## config.mk

```make
export PLATFORM = sky130hd
export DESIGN_NAME = cpu_read_responder
export DESIGN_NICKNAME = d
export VERILOG_FILES = /design/src/rtl/cpu_bus_pkg.sv /design/src/rtl/cpu_read_responder_rd_latency_counter.sv /design/src/rtl/cpu_read_responder.sv
export SDC_FILE = /design/constraint.sdc
export NUM_CORES = 1
export LEC_CHECK = 0
export ABC_AREA = 0
export CELL_PAD_IN_SITES_DETAIL_PLACEMENT = 1
export CELL_PAD_IN_SITES_GLOBAL_PLACEMENT = 1
export CORE_MARGIN = 10
export CORE_UTILIZATION = 25
export DETAILED_ROUTE_END_ITERATION = 10
export PLACE_DENSITY = 0.85
export SLEW_MARGIN = 15
export SYNTH_ARGS = -nofsm -noshare
export SYNTH_HDL_FRONTEND = slang
export SYNTH_SLANG_ARGS = --single-unit
```

## constraint.sdc

```tcl
create_clock -name CLK -period 1.4 [get_ports CLK]
set_input_delay 0.28 -clock CLK [delete_from_list [all_inputs] [get_ports CLK]]
set_output_delay 0.28 -clock CLK [all_outputs]
set_load 0.03 [all_outputs]
```

## src/rtl/cpu_bus_pkg.sv

```systemverilog
// Shared CPU-bus definitions: read-responder states, BRAM select map and helpers.
package cpu_bus_pkg;

  typedef enum logic [2:0] {IDLE, ISSUE, WAIT, DRIVE, TURN} rd_state_t;

  localparam int BRAM_SEL_NUM = 4;

  localparam logic [1:0] BRAM_SELECT_CONTROLLER = 2'd0;
  localparam logic [1:0] BRAM_SELECT_MOD        = 2'd1;
  localparam logic [1:0] BRAM_SELECT_NORMAL     = 2'd2;
  localparam logic [1:0] BRAM_SELECT_STM        = 2'd3;

  function automatic logic [BRAM_SEL_NUM-1:0] sel_onehot(input logic [1:0] sel);
    sel_onehot      = '0;
    sel_onehot[sel] = 1'b1;
  endfunction

endpackage

```

## src/rtl/cpu_read_responder_rd_latency_counter.sv

```systemverilog
// Loadable 3-bit down-counter with zero flag; paces the BRAM read latency.
module rd_latency_counter (
  input  logic       clk,
  input  logic       rst,
  input  logic       load,
  input  logic [2:0] load_val,
  input  logic       dec,
  output logic       zero
);

  logic [2:0] cnt_q, cnt_d;

  always_comb begin
    cnt_d = cnt_q;
    if (load) begin
      cnt_d = load_val;
    end else if (dec && (cnt_q != '0)) begin
      cnt_d = cnt_q - 3'd1;
    end
  end

  always_ff @(posedge clk) begin
    if (rst) begin
      cnt_q <= '0;
    end else begin
      cnt_q <= cnt_d;
    end
  end

  assign zero = (cnt_q == '0);

endmodule

```

## src/rtl/cpu_read_responder.sv

```systemverilog
// CPU read responder: edge-detected read -> BRAM read -> drive CPU_DATA with turnaround.
// Optional error counter output ERR_CNT when CPU_RD_ERR_CNT_EN is defined.
module cpu_read_responder
  import cpu_bus_pkg::*;
#(
  parameter int unsigned                 RD_LATENCY = 2,
  parameter logic [BRAM_SEL_NUM-1:0]     SEL_MASK   = 4'b1111
) (
  input  logic                           CLK,
  input  logic                           RESET,
  input  logic                           EN,
  input  logic                           RD,
  input  logic                           RDWR,
  input  logic                           WE,
  input  logic [1:0]                     BRAM_SELECT,
  input  logic [13:0]                    BRAM_ADDR,
  input  logic [BRAM_SEL_NUM-1:0][15:0]  RD_DATA,
  output logic [BRAM_SEL_NUM-1:0]        RD_EN,
  output logic [13:0]                    RD_ADDR,
  output logic [15:0]                    DATA_OUT,
  output logic                           DATA_OE,
  output logic                           BUSY
`ifdef CPU_RD_ERR_CNT_EN
  ,
  output logic [15:0]                    ERR_CNT
`endif
);

  localparam logic [2:0] LAT_LOAD = 3'(RD_LATENCY - 1);

  rd_state_t                 state_q, state_d;
  logic                      req, req_prev_q, rd_hold, collide, accept;
  logic                      cnt_load, cnt_dec, cnt_zero;
  logic [1:0]                sel_q, sel_d;
  logic [13:0]               rd_addr_q, rd_addr_d;
  logic [BRAM_SEL_NUM-1:0]   rd_en_q, rd_en_d;
  logic [15:0]               data_out_q, data_out_d;
  logic                      data_oe_q, data_oe_d;

  assign req     = EN & RD & RDWR & ~WE;
  assign rd_hold = EN & RD;
  // TURN is already heading to IDLE, so a write there needs no extra action.
  assign collide = WE & (state_q inside {ISSUE, WAIT, DRIVE});
  assign accept  = (state_q == IDLE) & req & ~req_prev_q;
  assign cnt_dec = (state_q == WAIT);

  rd_latency_counter u_lat_cnt (
    .clk      (CLK),
    .rst      (RESET),
    .load     (cnt_load),
    .load_val (LAT_LOAD),
    .dec      (cnt_dec),
    .zero     (cnt_zero)
  );

  always_comb begin
    state_d    = state_q;
    sel_d      = sel_q;
    rd_addr_d  = rd_addr_q;
    rd_en_d    = '0;
    data_out_d = data_out_q;
    data_oe_d  = data_oe_q;
    cnt_load   = 1'b0;
    case (state_q)
      IDLE: begin
        if (accept) begin
          state_d   = ISSUE;
          sel_d     = BRAM_SELECT;
          rd_addr_d = BRAM_ADDR;
          rd_en_d   = SEL_MASK[BRAM_SELECT] ? sel_onehot(BRAM_SELECT) : '0;
        end
      end
      ISSUE: begin
        if (collide || !rd_hold) begin
          state_d = TURN;
        end else begin
          state_d  = WAIT;
          cnt_load = 1'b1;
        end
      end
      WAIT: begin
        if (collide || !rd_hold) begin
          state_d = TURN;
        end else if (cnt_zero) begin
          state_d    = DRIVE;
          data_out_d = SEL_MASK[sel_q] ? RD_DATA[sel_q] : '0;
          data_oe_d  = 1'b1;
        end
      end
      DRIVE: begin
        if (collide || !rd_hold) begin
          state_d   = TURN;
          data_oe_d = 1'b0;
        end
      end
      TURN:    state_d = IDLE;
      default: state_d = IDLE;
    endcase
  end

  always_ff @(posedge CLK) begin
    if (RESET) begin
      state_q    <= IDLE;
      req_prev_q <= 1'b0;
      sel_q      <= '0;
      rd_addr_q  <= '0;
      rd_en_q    <= '0;
      data_out_q <= '0;
      data_oe_q  <= 1'b0;
    end else begin
      state_q    <= state_d;
      req_prev_q <= req;
      sel_q      <= sel_d;
      rd_addr_q  <= rd_addr_d;
      rd_en_q    <= rd_en_d;
      data_out_q <= data_out_d;
      data_oe_q  <= data_oe_d;
    end
  end

  assign RD_EN    = rd_en_q;
  assign RD_ADDR  = rd_addr_q;
  assign DATA_OUT = data_out_q;
  assign DATA_OE  = data_oe_q;
  assign BUSY     = (state_q != IDLE);

`ifdef CPU_RD_ERR_CNT_EN
  logic        err_evt;
  logic [15:0] err_cnt_q, err_cnt_d;

  // Causes are OR-ed so simultaneous events in one cycle count once.
  assign err_evt = (accept & ~SEL_MASK[BRAM_SELECT])
                 | ((state_q inside {ISSUE, WAIT}) & (collide | ~rd_hold))
                 | ((state_q == DRIVE) & collide);

  always_comb begin
    err_cnt_d = err_cnt_q;
    if (err_evt && (err_cnt_q != '1)) begin
      err_cnt_d = err_cnt_q + 16'd1;
    end
  end

  always_ff @(posedge CLK) begin
    if (RESET) begin
      err_cnt_q <= '0;
    end else begin
      err_cnt_q <= err_cnt_d;
    end
  end

  assign ERR_CNT = err_cnt_q;
`endif

endmodule

```

# Yosys cells after proc, flatten, opt, wreduce, memory -nomap -nowiden
# Cells that the tools add are included.
# word_totals
ff_bits	44
output_inout_bits	36
elab_cells	73
input_bits	86
# classes
n_eq_ne	8
bitwise_logic	12
reduce_logical	17
n_addsub	1
magnitude_cmp	3
muxes	23
# ops
operator	n
$bmux 16 s2	1
$mux 16	2
$mux 3	5
$pmux 3 s4	1
$mux 1	10
$reduce_bool 3->1	3
$and 1x1->1	6
$eq 3x2->1 const B	2
$logic_not 3->1	2
$lt 2x3->1 const B	2
$ne 2x2->1 const B	3
$not 1->1	6
$reduce_and 3->1	2
$bmux 1 s2	2
$reduce_and 4->1	1
$reduce_bool 2->1	2
$reduce_or 4->1	1
$eq 3x1->1 const B	1
$ne 3x3->1 const B	1
$sub 3x1->3 const B	1
$demux 1 s2	1
$ge 2x1->1 const B	1
$logic_and 1x1->1	2
$ne 2x1->1 const B	1
5 further kinds	5

# Depth between registers and ports, before layout
# Gate-level depths: netlist (run 1).
# logic_depth
word_depth	7
mapped_depth	8
depth_no_buf	6

# Cells and area by module
# A second synthesis (run 1) with hierarchy kept.
# unflattened
hier_cells	230
area_unflattened_um2	2269.7
# by_module_without_submodules
module	instances	seq_area_each_um2	area_each_um2	cells_each
cpu_read_responder	1	820.8	2087.0	209
rd_latency_counter	1	60.1	182.7	21

# Worst setup path after synthesis (run 1)
# OpenSTA, ideal clock, no wires.
# synth_timing
path_type	register to register
startpoint	register u_lat_cnt.cnt_q[0]
endpoint	register data_out_q[0] (netlist: DATA_OUT[0])
period_less_slack_ns	1.552
path_buffers	2
arrival_ns	1.419
setup_ns	0.132
required_ns	1.268
stages_incl_launch_ff	9
path_slack_ns	-0.152
path_cell_list	dfxtp_1 inv_1 ha_1 ha_1 and4bb_2 buf_2 buf_2 nand3_1 a21oi_1
# synth_between
elab_chain_len	2
# synth_lines
element	line	source
from (decl)	cpu_read_responder_rd_latency_counter.sv:11	logic [2:0] cnt_q, cnt_d;
from (signal assigned)	cpu_read_responder_rd_latency_counter.sv:26	cnt_q <= cnt_d;
$logic_not 3->1	cpu_read_responder_rd_latency_counter.sv:30	assign zero = (cnt_q == '0);
$reduce_and 3->1 (no source line)	-	
to (signal assigned)	cpu_read_responder.sv:116	data_out_q <= data_out_d;
to (decl)	cpu_read_responder.sv:37	logic [15:0] data_out_q, data_out_d;
# No other way between the ends.
# A chain may end at the register's enable or synchronous reset.

# Worst setup path in the final report (run 1)
# layout_timing
startpoint	register u_lat_cnt.cnt_q[0]
endpoint	register data_out_q[8] (netlist: DATA_OUT[8])
# The elaborated chain is that of the path after synthesis.

==> results of run 1 <==
[metal layers]
layer / share of wire [%] / vias to the layer above
met1: 38 / 1088
met4: 1.4 / 0
li1: - / 1074
met2: 53 / 82
met3: 7.6 / 9
met5: 0 / -
[metrics by stage]
| stage | total power, W | TNS (ns) |
|---|---|---|
| floorplan | 0.001468 | -0.06764 |
| global placement | 0.001786 | -8.506 |
| detailed placement | 0.001799 | -11.47 |
| CTS | 0.002633 | -1.589 |
| global route | 0.002734 | -4.132 |
| finish | 0.002611 | -1.810 |
[path summary, 6_finish.rpt]
check | start | end | slack (ns) | depth (start not counted)
worst max-delay path | u_lat_cnt.cnt_q[0] | DATA_OUT[8] | -0.12 | 8
worst min-delay path | DATA_OUT[11] | DATA_OUT[11] | 0.47 | 2
worst max register to register | u_lat_cnt.cnt_q[0] | DATA_OUT[8] | -0.12 | 8
worst min register to register | DATA_OUT[11] | DATA_OUT[11] | 0.47 | 2
[cells in the mapped netlist, drive strengths merged]
cell type   n
a2111oi     2
a211oi      1
a21oi      19
and3        2
and3b       1
and4bb      1
buf         8
clkbuf     11
dfxtp      44
ha          2
inv         7
mux2i      16
mux4       16
nand2       2
nand2b     32
nand3      18
nand3b      1
nand4b      1
nand4bb     1
nor2        4
nor3        5
nor4        1
nor4b       1
o2111a      1
o21ai      18
o21bai      1
or2         1
or2b        1
xnor2       1
[worst max-delay path, stage by stage (launching register included)]
cell	delay [ns]
dfxtp_2	0.33
inv_2	0.06
ha_4	0.13
ha_4	0.14
buf_4	0.13
and4bb_4	0.27
buf_6	0.14
nand3_2	0.09
a21oi_2	0.14
[power by group]
| group | internal (W) | switching [W] |
|---|---|---|
| Sequential | 0.00126 | 0.00000858 |
| Combinational | 0.000343 | 0.000165 |
| Clock | 0.000395 | 0.000441 |
[repair_timing]
item	in CTS	in global routing
gates resized for setup	58	32
buffers inserted	4	2
cloned	1	1
setup endpoints to repair	74	45
pin swaps	10	6
[area by class of cell]
type	count	area [µm²]
inverter	7	26.28
fill	971	4668
timing repair buffer	153	1523
multi-input combinational	149	1426
tap	108	135.1
clock buffer	6	82.58
sequential	44	892.1
clock inverter	2	10.01
[registers in the layout (all words and copies together) (netlist names)]
signal           count
state_q              3
RD_EN                4
sel_q                2
req_prev_q           1
RD_ADDR             14
u_lat_cnt.cnt_q      3
DATA_OUT            16
DATA_OE              1
[cell families after synthesis]
| logic type | after synthesis | synth area share (%) |
|---|---|---|
| and+or+nand+nor | 72 | 20.30 |
| DFF | 44 | 39.05 |
| AOI/OAI and AO/OA | 42 | 10.15 |
| muxes | 32 | 23.07 |
| buffers and inverters | 26 | 5.935 |
| adders and majority gates | 2 | 1.109 |
| xor gates and xnor gates | 1 | 0.3883 |
[placed cells by master (no fill, tap or decap), types with 6 or more instances in the layout]
cell type,synthesis,routed
a21oi_1,19,10
a21oi_2,0,9
buf_12,1,7
buf_4,2,21
clkbuf_8,0,6
clkdlybuf4s50_1,0,85
dfxtp_1,44,39
dlygate4sd2_1,0,32
mux2i_1,16,15
mux4_2,16,16
nand2b_1,32,32
nand3_1,18,10
nand3_2,0,7
o21ai_0,18,8
o21ai_1,0,7
==> reports/qor.csv, run 1 <==
stage,metric,value,unit
timing,fmax,657.6,MHz
die,Core Region,8763,µm²
timing,Setup Skew,0.009657,ns
cells_and_area,layout cells sized above 1,27.98,%
global_route,grt ovf,0,
timing,Hold Fails Final Rpt,0,
timing,hold slack,0.4723,ns
synthesis,Post-Syn Area,2256,µm²
die,die area,13220,µm²
timing,relative slew slack,75.25,%
global_route,vias in the first global route,2586,
synthesis,Mean Syn Cell Area,10.30,µm²
synthesis,Mapped Nets,307,
die,die height,115.0,µm
die,Rows,34,
synthesis,cell taking the most area after synthesis,dfxtp_1,
pwr,maximum vdd drop,314.2,µV
timing,worst setup margin,-0.1207,ns
detailed_routing,WL final,8703,µm
cells_and_area,Post-Layout Cell Count,469,
global_route,first-pass GRT wire length,13560,µm
run_status,status,"finished, violations left",
synthesis,#FFs+latches synth,44,
timing,Worst Max-Slew Pin Slew,0.3728,ns
cts,"buffers from clock root to sink, at most",2,
worst_setup_path,"Data required, critical path",1.63,ns
die,die width,115.0,µm
worst_setup_path,"Data arrival, critical path",1.75,ns
worst_setup_path,CP startpoint kind,flop,
pwr,Pwr Density,637.5,nW/µm²
detailed_routing,DR WL/cell,18.56,µm
detailed_routing,Post-DRT Antenna Nets,0,
cells_and_area,area grow syn2layout,81.53,%
global_route,grt met3 use,4.167,%
cells_and_area,final core utilization,46.73,%
detailed_routing,via/cell ratio,4.804,
cells_and_area,final instance area,4095,µm²
synthesis,Synth area leaders,"dfxtp_1 39%, mux4_2 16%, nand2b_1 8.9%, mux2i_1 7.1%, a21oi_1 4.2%",
placement,Port Buf Inserts,121,
die,Starting Density,25.74,%
cts,"Reg clk slew, reported paths",0.09,ns
global_route,GR Util met1,13.22,%
synthesis,Synth cell types,32,
placement,placed cell areas,3806,µm²
timing,RSZ-0062 raised after global routing,yes,
cells_and_area,final net count,448,
timing,Final Cycle Share,108.6,%
detailed_routing,DRC Markers,0,
synthesis,"Seq/Total Area, Yosys",39.05,%
global_route,Global Route Usage Sum,12.79,%
cts,TritonCTS buffer count,5,
timing,fin crit period,1.521,ns
synthesis,number of warnings issued by yosys,0,
die,I/O pin total,122,
timing,"Slew Viols, Final",0,
placement,HPWL Detailed,6791,µm
synthesis,Synth Instances,219,
cts,Clk Tree Root Cell,clkbuf_8,
synthesis,Synth top area share,39.05,%
global_route,grt peak-use layer,met2,
global_route,initial antenna violation count,0,
cells_and_area,antenna cells,0,
placement,Placement Setup Slack,-0.3732,ns
detailed_routing,via count,2253,
placement,Final Wtd Congestion,0.7363,
detailed_routing,1st-pass router iterations,4,
detailed_routing,DR iter-0 viols,54,
placement,Inst Count DP,453,
worst_setup_path,Crit Path Category,flop to flop,
worst_setup_path,CP endpoint kind,flop,
timing,Final setup viols,21,
global_route,largest net degree at the start of global routing,40,
cts,Clock Latency Late Sink,0.30,ns
global_route,met2 Use GR,23.42,%
pwr,Leakage,1.536,nW
cts,CTS tree,built,
min_path,Min-Delay Path Class,flop to flop,
run_status,violated checks,negative setup slack,
cts,CTS H-tree lvls,2,
worst_setup_path,worst-path fanout max,6,
cts,CTS Hold Bufs,0,
cts,TritonCTS Sinks,44,
run,# Max-Cap Violations,0,
No activity file was read; power rests on OpenSTA's default activity.
==> run 2: changes to the inputs <==
--- a/config.mk
+++ b/config.mk
@@ -9,9 +9,11 @@
 export CELL_PAD_IN_SITES_DETAIL_PLACEMENT = 1
 export CELL_PAD_IN_SITES_GLOBAL_PLACEMENT = 1
 export CORE_MARGIN = 10
-export CORE_UTILIZATION = 25
+export CORE_UTILIZATION = 30
 export DETAILED_ROUTE_END_ITERATION = 10
-export PLACE_DENSITY = 0.85
+export DONT_BUFFER_PORTS = 1
+export GPL_TIMING_DRIVEN = 0
+export PLACE_DENSITY = 0.68
 export SLEW_MARGIN = 15
 export SYNTH_ARGS = -nofsm -noshare
 export SYNTH_HDL_FRONTEND = slang
==> reports/qor.csv, run 2 (synthesized netlist as in run 1, its figures left out) <==
stage,metric,value,unit,change
run_status,status,"finished, violations left",,unchanged
run_status,violated checks,negative setup slack,,unchanged
cells_and_area,final net count,329,,was 448
pwr,Pwr Density,852.2,nW/µm²,was 637.5 nW/µm²
placement,placed cell areas,2447,µm²,was 3806 µm²
cts,Clk Tree Root Cell,clkbuf_8,,unchanged
timing,RSZ-0062 raised after global routing,yes,,unchanged
cells_and_area,area grow syn2layout,29.01,%,was 81.53%
detailed_routing,DR WL/cell,22.31,µm,was 18.56 µm
global_route,grt ovf,0,,unchanged
global_route,vias in the first global route,2005,,was 2586
worst_setup_path,most used cell along the critical path,ha_4,,unchanged
cts,CTS H-tree lvls,2,,unchanged
detailed_routing,WL final,7609,µm,was 8703 µm
run,# Max-Cap Violations,0,,unchanged
timing,Final setup viols,19,,was 21
detailed_routing,DRT met1 WL,2747,µm,was 3296 µm
worst_setup_path,CP endpoint kind,flop,,unchanged
placement,Port Buf Inserts,0,,was 121
cts,Clock Latency Late Sink,0.29,ns,was 0.30 ns
cells_and_area,antenna cells,0,,unchanged
cells_and_area,most frequent cells in the layout,"38 x dfxtp_1, 32 x nand2b_1, 16 x mux2i_1, 16 x mux4_2, 11 x a21oi_1",,"was 85 x clkdlybuf4s50_1, 39 x dfxtp_1, 32 x nand2b_1, 32 x dlygate4sd2_1, 21 x buf_4"
cts,CTS tree,built,,unchanged
cts,TritonCTS Sinks,44,,unchanged
timing,hold slack,0.04875,ns,was 0.4723 ns
placement,HPWL Detailed,5772,µm,was 6791 µm
worst_setup_path,"slowest stage delay, CP",0.34,ns,was 0.33 ns
worst_setup_path,CP Cell Sequence,"inv_2, ha_4, ha_4, nor4b_4, buf_4, buf_6, xnor2_2, a21oi_1",,"was inv_2, ha_4, ha_4, buf_4, and4bb_4, buf_6, nand3_2, a21oi_2"
timing,worst setup margin,-0.1721,ns,was -0.1207 ns
timing,fin crit period,1.572,ns,was 1.521 ns
die,Rows,31,,was 34
timing,Setup Skew,0.006483,ns,was 0.009657 ns
timing,fmax,636.1,MHz,was 657.6 MHz
detailed_routing,Post-DRT Antenna Nets,0,,unchanged
cells_and_area,final instance area,2910,µm²,was 4095 µm²
worst_setup_path,CP startpoint kind,flop,,unchanged
die,Starting Density,30.94,%,was 25.74%
cts,"buffers from clock root to sink, at most",2,,unchanged
worst_setup_path,top cell family by delay on the critical path,flip-flops,,was simple AND/OR/NAND/NOR gates
pwr,maximum vdd drop,344.2,µV,was 314.2 µV
die,die area,11390,µm²,was 13220 µm²
timing,"Slew Viols, Final",0,,unchanged
global_route,Global Route Usage Sum,12.56,%,was 12.79%
pwr,Leakage,0.9079,nW,was 1.536 nW
detailed_routing,met2 WL post-DR,3918,µm,was 4623 µm
timing,relative slew slack,65.03,%,was 75.25%
worst_setup_path,"Data arrival, critical path",1.73,ns,was 1.75 ns
global_route,initial antenna violation count,0,,unchanged
die,die height,106.7,µm,was 115.0 µm
worst_setup_path,Crit Path Category,flop to flop,,unchanged
global_route,first-pass GRT wire length,11340,µm,was 13560 µm
timing,Worst Max-Slew Pin Slew,0.5245,ns,was 0.3728 ns
global_route,largest net degree at the start of global routing,14,,was 40
detailed_routing,DRC Markers,0,,unchanged
cells_and_area,max reg flops,16,,unchanged
detailed_routing,DR iter-0 viols,70,,was 54
cells_and_area,final core utilization,39.91,%,was 46.73%
timing,setup_tns,-1.820,ns,was -1.810 ns
worst_setup_path,Crit-path slowest cell,dfxtp_2,,unchanged
cts,TritonCTS buffer count,5,,unchanged
detailed_routing,1st-pass router iterations,4,,unchanged
placement,Final Wtd Congestion,0.7431,,was 0.7363
die,die width,106.7,µm,was 115.0 µm
die,I/O pin total,122,,unchanged
worst_setup_path,Worst Path Buf+Inv,3,,unchanged
worst_setup_path,"Data required, critical path",1.56,ns,was 1.63 ns
detailed_routing,via/cell ratio,5.282,,was 4.804
cts,CTS Hold Bufs,0,,unchanged
cells_and_area,"most common cell after layout, fill and taps aside",dfxtp_1,,was clkdlybuf4s50_1
detailed_routing,via count,1801,,was 2253
placement,Placement Setup Slack,-0.3360,ns,was -0.3732 ns
die,Core Region,7292,µm²,was 8763 µm²
worst_setup_path,worst-path fanout max,3,,was 6
detailed_routing,Max Used Layer,met4,,unchanged
timing,Hold Fails Final Rpt,0,,unchanged
timing,Final Cycle Share,112.3,%,was 108.6%
cts,"Reg clk slew, reported paths",0.09,ns,about the same
cells_and_area,layout cells sized above 1,36.36,%,was 27.98%
detailed_routing,met3 wire length,866,µm,was 663 µm
min_path,Min-Delay Path Class,input port to flop,,was flop to flop
==> run 2: cell types whose count changed in the layout (fill, tap and decap cells not counted), moves of 4 or more <==
cell / delta
clkbuf_1: +8
clkdlybuf4s50_1: -85
dlygate4sd2_1: -32
buf_4: -13
buf_12: -4
buf_6: +5
==> run 2: worst paths after layout <==
| path | slack (ns) | cells past startpoint | to | start |
|---|---|---|---|---|
| max | -0.17 | 8 | u_lat_cnt.cnt_q[0] | u_lat_cnt.cnt_q[1] |
| min | 0.05 | 1 | RD_EN[0] | BRAM_SELECT[1] |
| max reg2reg | -0.17 | 8 | u_lat_cnt.cnt_q[0] | u_lat_cnt.cnt_q[1] |
| min reg2reg | 0.55 | 2 | u_lat_cnt.cnt_q[2] | u_lat_cnt.cnt_q[2] |
==> run 2: final cells by class <==
| cell class | instances | area [µm²] |
|---|---|---|
| flip-flops and latches | 44 | 893.4 |
| repair buffers | 16 | 188.9 |
| multi-input cells | 149 | 1421 |
| well taps | 99 | 123.9 |
| plain buffers | 18 | 148.9 |
| inverters | 7 | 26.28 |
| clock buffers | 6 | 72.57 |
| fillers | 841 | 4382 |
| clock inverters | 2 | 35.03 |
==> run 2: metrics by stage <==
stage,power [W],cells
after floorplan,0.001468,219
after global placement,0.001504,318
after detailed placement,0.001507,318
after CTS,0.002509,335
after global routing,0.002585,341
final,0.002480,341
==> run 2: timing repair <==
item | 4_1_cts | 5_1_grt
pin swaps | 6 | 18
buffers inserted | 9 | 5
resized for setup | 18 | 39
setup endpoints to repair | 37 | 40
cloned | 1 | 1
==> run 2: worst register-to-register path: stages (launching register included) <==
cell and delay [ns]:
dfxtp_2 0.34, inv_2 0.04, ha_4 0.15, ha_4 0.17, nor4b_4 0.28, buf_4 0.19
buf_6 0.10, xnor2_2 0.09, a21oi_1 0.08
==> run 2: power breakdown <==
part	internal [W]	switching [W]
combinational	0.000112	0.000102
clock	0.000530	0.000446
sequential	0.00126	0.0000311
==> run 2: per-layer routing <==
metal	GRT usage, %	up-vias
li1	-	837
met1	12.70	882
met2	22.30	76
met3	6.647	6
met4	2.998	0
met5	0	-
==> run 3: changes to the inputs <==
--- a/config.mk
+++ b/config.mk
@@ -14,6 +14,7 @@
 export DONT_BUFFER_PORTS = 1
 export GPL_TIMING_DRIVEN = 0
 export PLACE_DENSITY = 0.68
+export SKIP_CTS_REPAIR_TIMING = 1
 export SLEW_MARGIN = 15
 export SYNTH_ARGS = -nofsm -noshare
 export SYNTH_HDL_FRONTEND = slang
==> reports/qor.csv, run 3 (synthesized netlist as in run 1, its figures left out) <==
stage,metric,value,unit,change
run_status,status,"finished, violations left",,unchanged
run_status,violated checks,negative setup slack,,unchanged
detailed_routing,DR iter-0 viols,62,,was 70
die,die area,11390,µm²,unchanged
detailed_routing,via count,1757,,was 1801
pwr,Pwr Density,901.1,nW/µm²,was 852.2 nW/µm²
die,die height,106.7,µm,unchanged
cts,Clock Latency Late Sink,0.29,ns,about the same
global_route,initial antenna violation count,0,,unchanged
global_route,largest net degree at the start of global routing,14,,unchanged
worst_setup_path,Worst Setup SP,u_lat_cnt.cnt_q[0],,was u_lat_cnt.cnt_q[1]
timing,Hold Fails Final Rpt,0,,unchanged
worst_setup_path,reg2reg end,u_lat_cnt.cnt_q[1],,was u_lat_cnt.cnt_q[0]
placement,Port Buf Inserts,0,,unchanged
timing,relative slew slack,61.42,%,was 65.03%
global_route,first-pass GRT wire length,10970,µm,was 11340 µm
worst_setup_path,CP Cell Sequence,"inv_2, ha_4, ha_4, nor4b_4, nor2_1, a2111oi_2",,"was inv_2, ha_4, ha_4, nor4b_4, buf_4, buf_6, xnor2_2, a21oi_1"
worst_setup_path,"Data arrival, critical path",1.79,ns,was 1.73 ns
cts,"Reg clk slew, reported paths",0.09,ns,about the same
cells_and_area,area grow syn2layout,21.63,%,was 29.01%
placement,Inst Count DP,318,,unchanged
die,Starting Density,30.94,%,unchanged
worst_setup_path,"slowest stage delay, CP",0.35,ns,was 0.34 ns
cells_and_area,Post-Layout Cell Count,336,,was 341
cells_and_area,layout cells sized above 1,30.80,%,was 36.36%
die,die width,106.7,µm,unchanged
cells_and_area,max reg flops,16,,unchanged
timing,Worst Max-Slew Pin Slew,0.5787,ns,was 0.5245 ns
placement,placed cell areas,2447,µm²,unchanged
worst_setup_path,CP endpoint kind,flop,,unchanged
global_route,grt ovf,0,,unchanged
timing,Final setup viols,23,,was 19
die,Core Region,7292,µm²,unchanged
die,Rows,31,,unchanged
cts,CTS tree,built,,unchanged
placement,Final Wtd Congestion,0.7431,,unchanged
pwr,Power Total,0.002473,W,was 0.002480 W
pwr,maximum vdd drop,344.7,µV,was 344.2 µV
timing,fmax,622.4,MHz,was 636.1 MHz
timing,hold slack,0.04745,ns,was 0.04875 ns
timing,RSZ-0062 raised after global routing,yes,,unchanged
worst_setup_path,worst-path fanout max,4,,was 3
worst_setup_path,reg2reg path depth,6,,was 8
cells_and_area,most frequent cells in the layout,"38 x dfxtp_1, 32 x nand2b_1, 18 x a21oi_1",,"was 38 x dfxtp_1, 32 x nand2b_1, 16 x mux2i_1, 16 x mux4_2, 11 x a21oi_1"
detailed_routing,WL final,7440,µm,was 7609 µm
cts,TritonCTS Sinks,44,,unchanged
cells_and_area,final net count,324,,was 329
worst_setup_path,FF-to-FF setup slack,-0.21,ns,was -0.17 ns
run,# Max-Cap Violations,0,,unchanged
detailed_routing,DRC Markers,0,,unchanged
detailed_routing,1st-pass router iterations,3,,was 4
worst_setup_path,CP startpoint kind,flop,,unchanged
cells_and_area,antenna cells,0,,unchanged
global_route,vias in the first global route,1934,,was 2005
detailed_routing,via/cell ratio,5.229,,was 5.282
placement,HPWL Detailed,5772,µm,unchanged
cts,"buffers from clock root to sink, at most",2,,unchanged
worst_setup_path,WP depth,6,,was 8
worst_setup_path,most used cell along the critical path,ha_4,,unchanged
timing,"Slew Viols, Final",0,,unchanged
timing,Setup Skew,0.006784,ns,was 0.006483 ns
worst_setup_path,Worst setup endpoint,u_lat_cnt.cnt_q[1],,was u_lat_cnt.cnt_q[0]
worst_setup_path,Worst Path Buf+Inv,1,,was 3
cts,Clk Tree Root Cell,clkbuf_8,,unchanged
timing,Final Cycle Share,114.8,%,was 112.3%
min_path,Min-Delay Path Class,input port to flop,,unchanged
timing,setup_tns,-2.237,ns,was -1.820 ns
worst_setup_path,Crit Path Category,flop to flop,,unchanged
global_route,Global Route Usage Sum,12.14,%,was 12.56%
detailed_routing,DR WL/cell,22.14,µm,was 22.31 µm
worst_setup_path,top cell family by delay on the critical path,simple AND/OR/NAND/NOR gates,,was flip-flops
pwr,Leakage,0.8668,nW,was 0.9079 nW
cells_and_area,final instance area,2744,µm²,was 2910 µm²
timing,fin crit period,1.607,ns,was 1.572 ns
cts,TritonCTS buffer count,5,,unchanged
worst_setup_path,"Data required, critical path",1.59,ns,was 1.56 ns
timing,worst setup margin,-0.2066,ns,was -0.1721 ns
die,I/O pin total,122,,unchanged
worst_setup_path,R2R Path Start,u_lat_cnt.cnt_q[0],,was u_lat_cnt.cnt_q[1]
detailed_routing,Post-DRT Antenna Nets,0,,unchanged
worst_setup_path,Crit-path slowest cell,dfxtp_2,,unchanged
cells_and_area,"most common cell after layout, fill and taps aside",dfxtp_1,,unchanged
cts,CTS H-tree lvls,2,,unchanged
-- run 3: cell types whose count changed in the layout (fill, tap and decap cells not counted), moves of 2 or more --
cell,delta
buf_12,-2
o21ai_0,+6
a21oi_2,-7
a21oi_1,+7
nand3_4,-4
buf_6,-2
nand3_1,+4
o21ai_1,-6
-- run 3: report_power, final --
| group | leakage, nW | switching, W | internal, W | total [W] |
|---|---|---|---|---|
| clock network | 0.0552 | 0.000451 | 0.000531 | 0.000981 |
| logic | 0.453 | 0.0000929 | 0.000107 | 0.000200 |
| registers | 0.358 | 0.0000307 | 0.00126 | 0.00129 |
| total | 0.867 | 0.000574 | 0.00190 | 0.00247 |
-- run 3: final cells by class --
type                            count  area, µm²
Fill cell                         857       4548
Clock buffer                        6      72.57
Inverter                            7      26.28
Tap cell                           99      123.9
Buffer                             18      127.6
Clock inverter                      2      35.03
Sequential cell                    44      890.9
Multi-Input combinational cell    149       1356
Timing Repair Buffer               11      111.4
-- run 3: per-layer routing --
metal | vias to the layer above | global-route usage [%] | part of all wire (%)
met4 | 0 | 2.998 | 1.1
met3 | 6 | 6.766 | 12
met1 | 851 | 12.20 | 36
met2 | 76 | 21.33 | 51
li1 | 824 | - | -
met5 | - | 0 | 0
-- run 3: worst min-delay path by stage --
stage	depth (start not counted)	startpoint	slack [ns]	end
2_1_floorplan	1	BRAM_SELECT[1]	0.36	RD_EN[0]
3_3_place_gp	1	BRAM_SELECT[1]	0.36	RD_EN[0]
3_5_place_dp	1	BRAM_SELECT[1]	0.36	RD_EN[1]
4_1_cts	1	BRAM_SELECT[1]	0.04	RD_EN[0]
5_1_grt	1	BRAM_SELECT[1]	0.03	RD_EN[0]
6_report	1	BRAM_SELECT[1]	0.05	RD_EN[0]
-- run 3: stage by stage --
step / setup slack, ns / util [%]
after floorplan: -0.03382 / -
after global placement: -0.2750 / 33.56
after detailed placement: -0.3360 / 33.56
after CTS: -0.3054 / 35.04
after global routing: -0.2970 / 37.63
final: -0.2066 / 37.63
==> patch 1, RTL diff (config.mk and constraints of run 2) <==
The output `RD_EN` loses its register stage (`rd_en_q` becomes a continuous assignment).
--- a/src/rtl/cpu_read_responder.sv
+++ b/src/rtl/cpu_read_responder.sv
@@ -105,5 +105,4 @@
       sel_q      <= '0;
       rd_addr_q  <= '0;
-      rd_en_q    <= '0;
       data_out_q <= '0;
       data_oe_q  <= 1'b0;
@@ -113,9 +112,10 @@
       sel_q      <= sel_d;
       rd_addr_q  <= rd_addr_d;
-      rd_en_q    <= rd_en_d;
       data_out_q <= data_out_d;
       data_oe_q  <= data_oe_d;
     end
   end
+
+  assign rd_en_q = rd_en_d;
 
   assign RD_EN    = rd_en_q;
Formal check against the unedited RTL: not equivalent (a bounded check fails within 4 cycles, from zero or initial values and one cycle with RESET high).
==> patch 1 against run 2 <==
The run still ends with negative setup slack left; worst setup slack lost 0.76 ns; synthesized area is 7.5% lower; sequential share of layout area down 2.0 points; sequential cell count down 4; routed wire length fell by 6.3%; sequential power decreased by 9%; clock skew rose by 0.0066 ns; fmax decreased by 33%; synthesized cell count is 7.3% lower; cell area shrank 3.6%; total power fell by 2.3%; critical path depth shrank 4; final cell count shrank 5.6%; critical path type is now reg -> out.
==> patch 1: results (changes against run 2) <==
Detailed routing
  • Final WL: 7.13 mm (was 7.61 mm)
  • Initial drt markers: 76 (was 70)
  • Pre-antenna DRT Iters: 4 (unchanged)
  • Vias: 1643 (was 1801)

STA
  • Worst slew pin tran: 0.673 ns (was 0.524 ns)
  • Clock skew: 0.0131 ns (was 0.00648 ns)
  • Final worst-path setup slack: -0.929 ns (was -0.172 ns)
  • Final setup viols: 42 (was 19)

Synth
  • Ys Warns: 0 (unchanged)
  • Distinct cell type count after synthesis: 42 (was 32)
  • Synth area leaders: dfxtp_1 (38%), mux4_2 (17%), o2bb2ai_2 (6.5%) (was dfxtp_1 (39%), mux4_2 (16%), nand2b_1 (8.9%))
  • Register area share after synthesis: 38.4% (was 39.0%)
  • Syn nets: 291 (was 307)
  • Synth top cells by count: dfxtp_1 (40), nand2_1 (33), inv_1 (20) (was dfxtp_1 (44), nand2b_1 (32), a21oi_1 (19))
  • Asr flop ratio synth: 0% (unchanged)

Global route
  • Initial antenna violation count: 0 (unchanged)
  • GRT Overall Usage: 11.4% (was 12.6%)
  • Number of global-route vias before repair: 1790 (was 2005)
  • Overflow after GRT: 0 (unchanged)
  • First-pass GRT wire length: 9.49 mm (was 11.3 mm)
  • Largest net degree at the start of global routing: 15 (was 14)

Clock tree
  • Root Buffer: clkbuf_8 (unchanged)
  • Clk slew on worst S/H paths: 0.10 ns
  • Clock Latency Late Sink: 0.31 ns (was 0.29 ns)
  • CTS buffer count: 5 (unchanged)
  • # H-tree levels: 2 (unchanged)
  • Max Root-Sink Buffers: 2 (unchanged)

Outcome
  • Status: finished with violations (unchanged)
  • Violated checks: negative setup slack (unchanged)

Power and ir drop
  • Maximum VDD drop: 0.000334 V (was 0.000344 V)
  • Leakage: 1.02 nW (was 0.908 nW)

Critical path
  • Crit-path max cell delay: 0.46 ns (was 0.34 ns)
  • Delay-heaviest family, CP: simple AND/OR/NAND/NOR gates (was flip-flops)
  • Worst-path fanout max: 3 (unchanged)
  • WP data arrival: 2.05 ns (was 1.73 ns)
  • Slowest cell on the critical path: or3_4 (was dfxtp_2)

Layout
  • Fraction of layout cells with a size suffix above 1: 52.7% (was 36.4%)
  • Antenna Cells: 0 (unchanged)
  • Nets: 313 (was 329)
  • Max reg flops: 16 (unchanged)

Min path
  • HP Class: in -> reg (unchanged)

Place
  • Buffers on Ports: 0 (unchanged)
  • HPWL Detailed: 5.05 mm (was 5.77 mm)
  • Final GP Congestion: 0.789 (was 0.743)
patch 1: cell count changes in the layout (fill, tap and decap cells not counted), sizes merged, moves of 3 or more:
cell and delta:
mux2i -15, clkbuf -9, o2bb2ai +16, nand3 -17
inv +14, o21ai -16, dfxtp -4, buf +3
nand2 +31, nor2 +7, nand2b -30
patch 1: kinds of logic after synthesis:
family / after synthesis / share of synthesized area (%)
and+or+nand+nor: 69 / 17.2
AOI/OAI and AO/OA: 41 / 17.0
DFF: 40 / 38.4
buffers and inverters: 34 / 8.46
muxes: 17 / 17.8
adders and majority gates: 2 / 1.20
patch 1: report_power, final:
group          leakage [nW]  switching, mW  internal [mW]  total [mW]
Clock                0.0548          0.468          0.538        1.01
Sequential            0.324         0.0320           1.15        1.18
Combinational         0.637          0.119          0.118       0.237
Total                  1.02          0.618           1.80        2.42
patch 1: worst register-to-register path: stages (launching register included):
cell	delay, ns
dfxtp_2	0.33
buf_6	0.11
buf_4	0.13
buf_8	0.12
and4bb_1	0.28
nand4b_1	0.27
buf_6	0.25
nand2_4	0.07
a21oi_2	0.07
patch 1: path summary, 6_finish.rpt:
check	from	to	slack, ns	cells past startpoint
min reg2reg	u_lat_cnt.cnt_q[1]	u_lat_cnt.cnt_q[1]	0.53	2
max reg2reg	state_q[1]	RD_ADDR[11]	-0.35	8
max	state_q[1]	RD_EN[1]	-0.93	4
min	RESET	u_lat_cnt.cnt_q[1]	0.04	1
patch 1: layout make-up:
class	instances	area (um^2)
Tap cell	96	120
Multi-Input combinational cell	129	1360
Clock buffer	5	68.8
Timing Repair Buffer	16	194
Sequential cell	40	806
Inverter	20	75.1
Fill cell	728	3990
Buffer	13	131
Clock inverter	3	46.3
patch 1: through the flow:
step	hold slack (ns)	cells	worst slack [ns]	TNS (ns)	cell area (um^2)
3_3_place_gp	0.378	299	-0.587	-7.97	2260
2_1_floorplan	0.370	203	-0.509	-2.05	2140
6_report	0.0426	322	-0.929	-12.17	2810
4_1_cts	0.0515	318	-0.916	-9.36	2560
3_5_place_dp	0.377	299	-0.603	-9.00	2260
5_1_grt	0.0366	322	-0.963	-15.46	2810
patch 1: repair_timing:
item,4_1_cts,5_1_grt
setup buffers,9,3
endpoints found under the hold margin,0,0
cloned,3,1
resized for setup,23,65
pin swaps,11,29
endpoints found under the setup margin,38,40
patch 1: per-layer routing:
metal,share of wire [%],global-route usage [%],routed length [um]
met1,34,11.8,2430
met2,49,19.3,3520
met3,16,7.18,1120
met4,0.74,2.25,53
met5,0,0,0
==> patch 2, RTL diff (settings of run 2) <==
Made on the original files. `BRAM_SEL_NUM`: 4 -> 6.
--- a/src/rtl/cpu_bus_pkg.sv
+++ b/src/rtl/cpu_bus_pkg.sv
@@ -4,5 +4,5 @@
   typedef enum logic [2:0] {IDLE, ISSUE, WAIT, DRIVE, TURN} rd_state_t;
 
-  localparam int BRAM_SEL_NUM = 4;
+  localparam int BRAM_SEL_NUM = 6;
 
   localparam logic [1:0] BRAM_SELECT_CONTROLLER = 2'd0;
Interface: changed (resized RD_DATA and RD_EN); port bits go from 122 to 156. The function was not compared with the original's and may differ.
==> patch 2 against run 2 <==
The run still ends with negative setup slack left; largest cell class unchanged; worst setup slack lost 0.019 ns; first-iteration DRC count down 20%; total power up 6.3%; core utilization shrank 2.5 points; synthesized area up 0.44%; sequential cell count is the same; final cell count is 6.5% lower; critical path type unchanged; cell area is 6.3% lower; routed wire length down 5.1%; global-route usage shrank 0.37 points.
==> patch 2: results (changes against run 2) <==
Outcome
  • Status: finished with violations (unchanged)
  • Violated checks: negative setup slack (unchanged)

Synth
  • Post-synthesis xor/xnor area fraction: 0% (was 0.388%)
  • Post-synthesis mux area share: 23.4% (was 23.1%)
  • Synth top cells by count: dfxtp_1 (44), nand2_1 (33), and4_1 (18) (was dfxtp_1 (44), nand2b_1 (32), a21oi_1 (19))
  • Adder-cell area share of the yosys netlist: 1.10% (was 1.11%)
  • Post-synthesis instance total: 204 (was 219)
  • Complex-gate fraction of the synthesized area: 8.34% (was 10.1%)
  • Synth area leaders: dfxtp_1 (39%), mux4_2 (16%), mux2i_1 (7.5%) (was dfxtp_1 (39%), mux4_2 (16%), nand2b_1 (8.9%))

Place
  • Area of placed instances: 2410 um^2 (was 2450 um^2)
  • Dpl cells: 304 (was 318)
  • HPWL Detailed: 5.69 mm (was 5.77 mm)
  • Final GP Congestion: 0.713 (was 0.743)
  • Pre-CTS WS: -0.454 ns (was -0.336 ns)

Power and ir drop
  • Maximum VDD drop: 0.000473 V (was 0.000344 V)
  • Leakage: 0.982 nW (was 0.908 nW)

Critical path
  • Worst-path fanout max: 7 (was 3)
  • Critical R2R Launch: sel_q[0] (was u_lat_cnt.cnt_q[1])
  • WP data arrival: 1.79 ns (was 1.73 ns)
  • Worst reg2reg endpoint: DATA_OUT[9] (was u_lat_cnt.cnt_q[0])

STA
  • Worst hold margin: 0.0381 ns (was 0.0487 ns)
  • Final worst-path setup slack: -0.191 ns (was -0.172 ns)
  • Max-slew headroom: 55.7% (was 65.0%)
  • Final setup viols: 37 (was 19)
  • Clock skew: 0.00642 ns (was 0.00648 ns)
  • Setup TNS: -4.39 ns (was -1.82 ns)

Detailed routing
  • Met1 WL: 2.65 mm (was 2.75 mm)
  • Final WL: 7.22 mm (was 7.61 mm)
  • Vias: 1728 (was 1801)

Clock tree
  • # Post-CTS Setup Buffers: 7 (was 9)
  • Post-CTS Resized: 27 (was 18)

Global route
  • First-pass GRT wire length: 10.9 mm (was 11.3 mm)
  • Met1 Resource Use GR: 12.6% (was 12.7%)
  • GRT Overall Usage: 12.2% (was 12.6%)

Layout
  • Fillers: 823 (was 841)
  • Nets: 340 (was 329)

Min path
  • Hold path startpoint: BRAM_SELECT[0] (was BRAM_SELECT[1])
patch 2: how the worst max path moves through the flow:
stage                                  start           end  slack (ns)  cells past startpoint
final                               sel_q[0]   DATA_OUT[9]       -0.19                      5
after global routing                sel_q[0]   DATA_OUT[7]       -0.25                      5
after CTS                           sel_q[0]   DATA_OUT[7]       -0.21                      5
after detailed placement  u_lat_cnt.cnt_q[0]   DATA_OUT[5]       -0.45                      6
after global placement    u_lat_cnt.cnt_q[0]   DATA_OUT[1]       -0.43                      6
after floorplan                     sel_q[0]  DATA_OUT[15]       -0.19                      5
patch 2: final cells by class:
class	instances	share of cell area, %
inverter	6	0.826
multi-input combinational	136	46.6
clock buffer	5	2.52
timing repair buffer	10	4.50
buffer	17	6.15
sequential	44	32.6
clock inverter	2	2.20
tap	99	4.54
patch 2: per-stage QoR:
| stage | total power [mW] | utilization (%) |
|---|---|---|
| after floorplan | 1.47 | - |
| after global placement | 1.51 | 33.0 |
| after detailed placement | 1.51 | 33.0 |
| after CTS | 2.69 | 37.2 |
| after global routing | 2.75 | 37.4 |
| final | 2.64 | 37.4 |
patch 2: cell families (layout without fill, tap and decap cells):
kind of cell,count (synthesis),in the layout
and+or+nand+nor,76,76
DFF,44,44
muxes,33,33
buffers and inverters,25,40
AOI/OAI and AO/OA,23,23
adders and majority gates,2,2
other,1,2
patch 2: report_power, final:
part	switching, mW	total [mW]	internal [mW]	leakage, nW
Clock	0.435	1.14	0.703	0.0642
Sequential	0.0288	1.29	1.26	0.358
Combinational	0.102	0.209	0.108	0.561
patch 2: critical path: stages, from the launching register on:
cell and delay [ns]:
dfxtp_2 0.35, buf_12 0.12, buf_12 0.13, mux4_2 0.50, and4_1 0.19, a31o_2 0.20
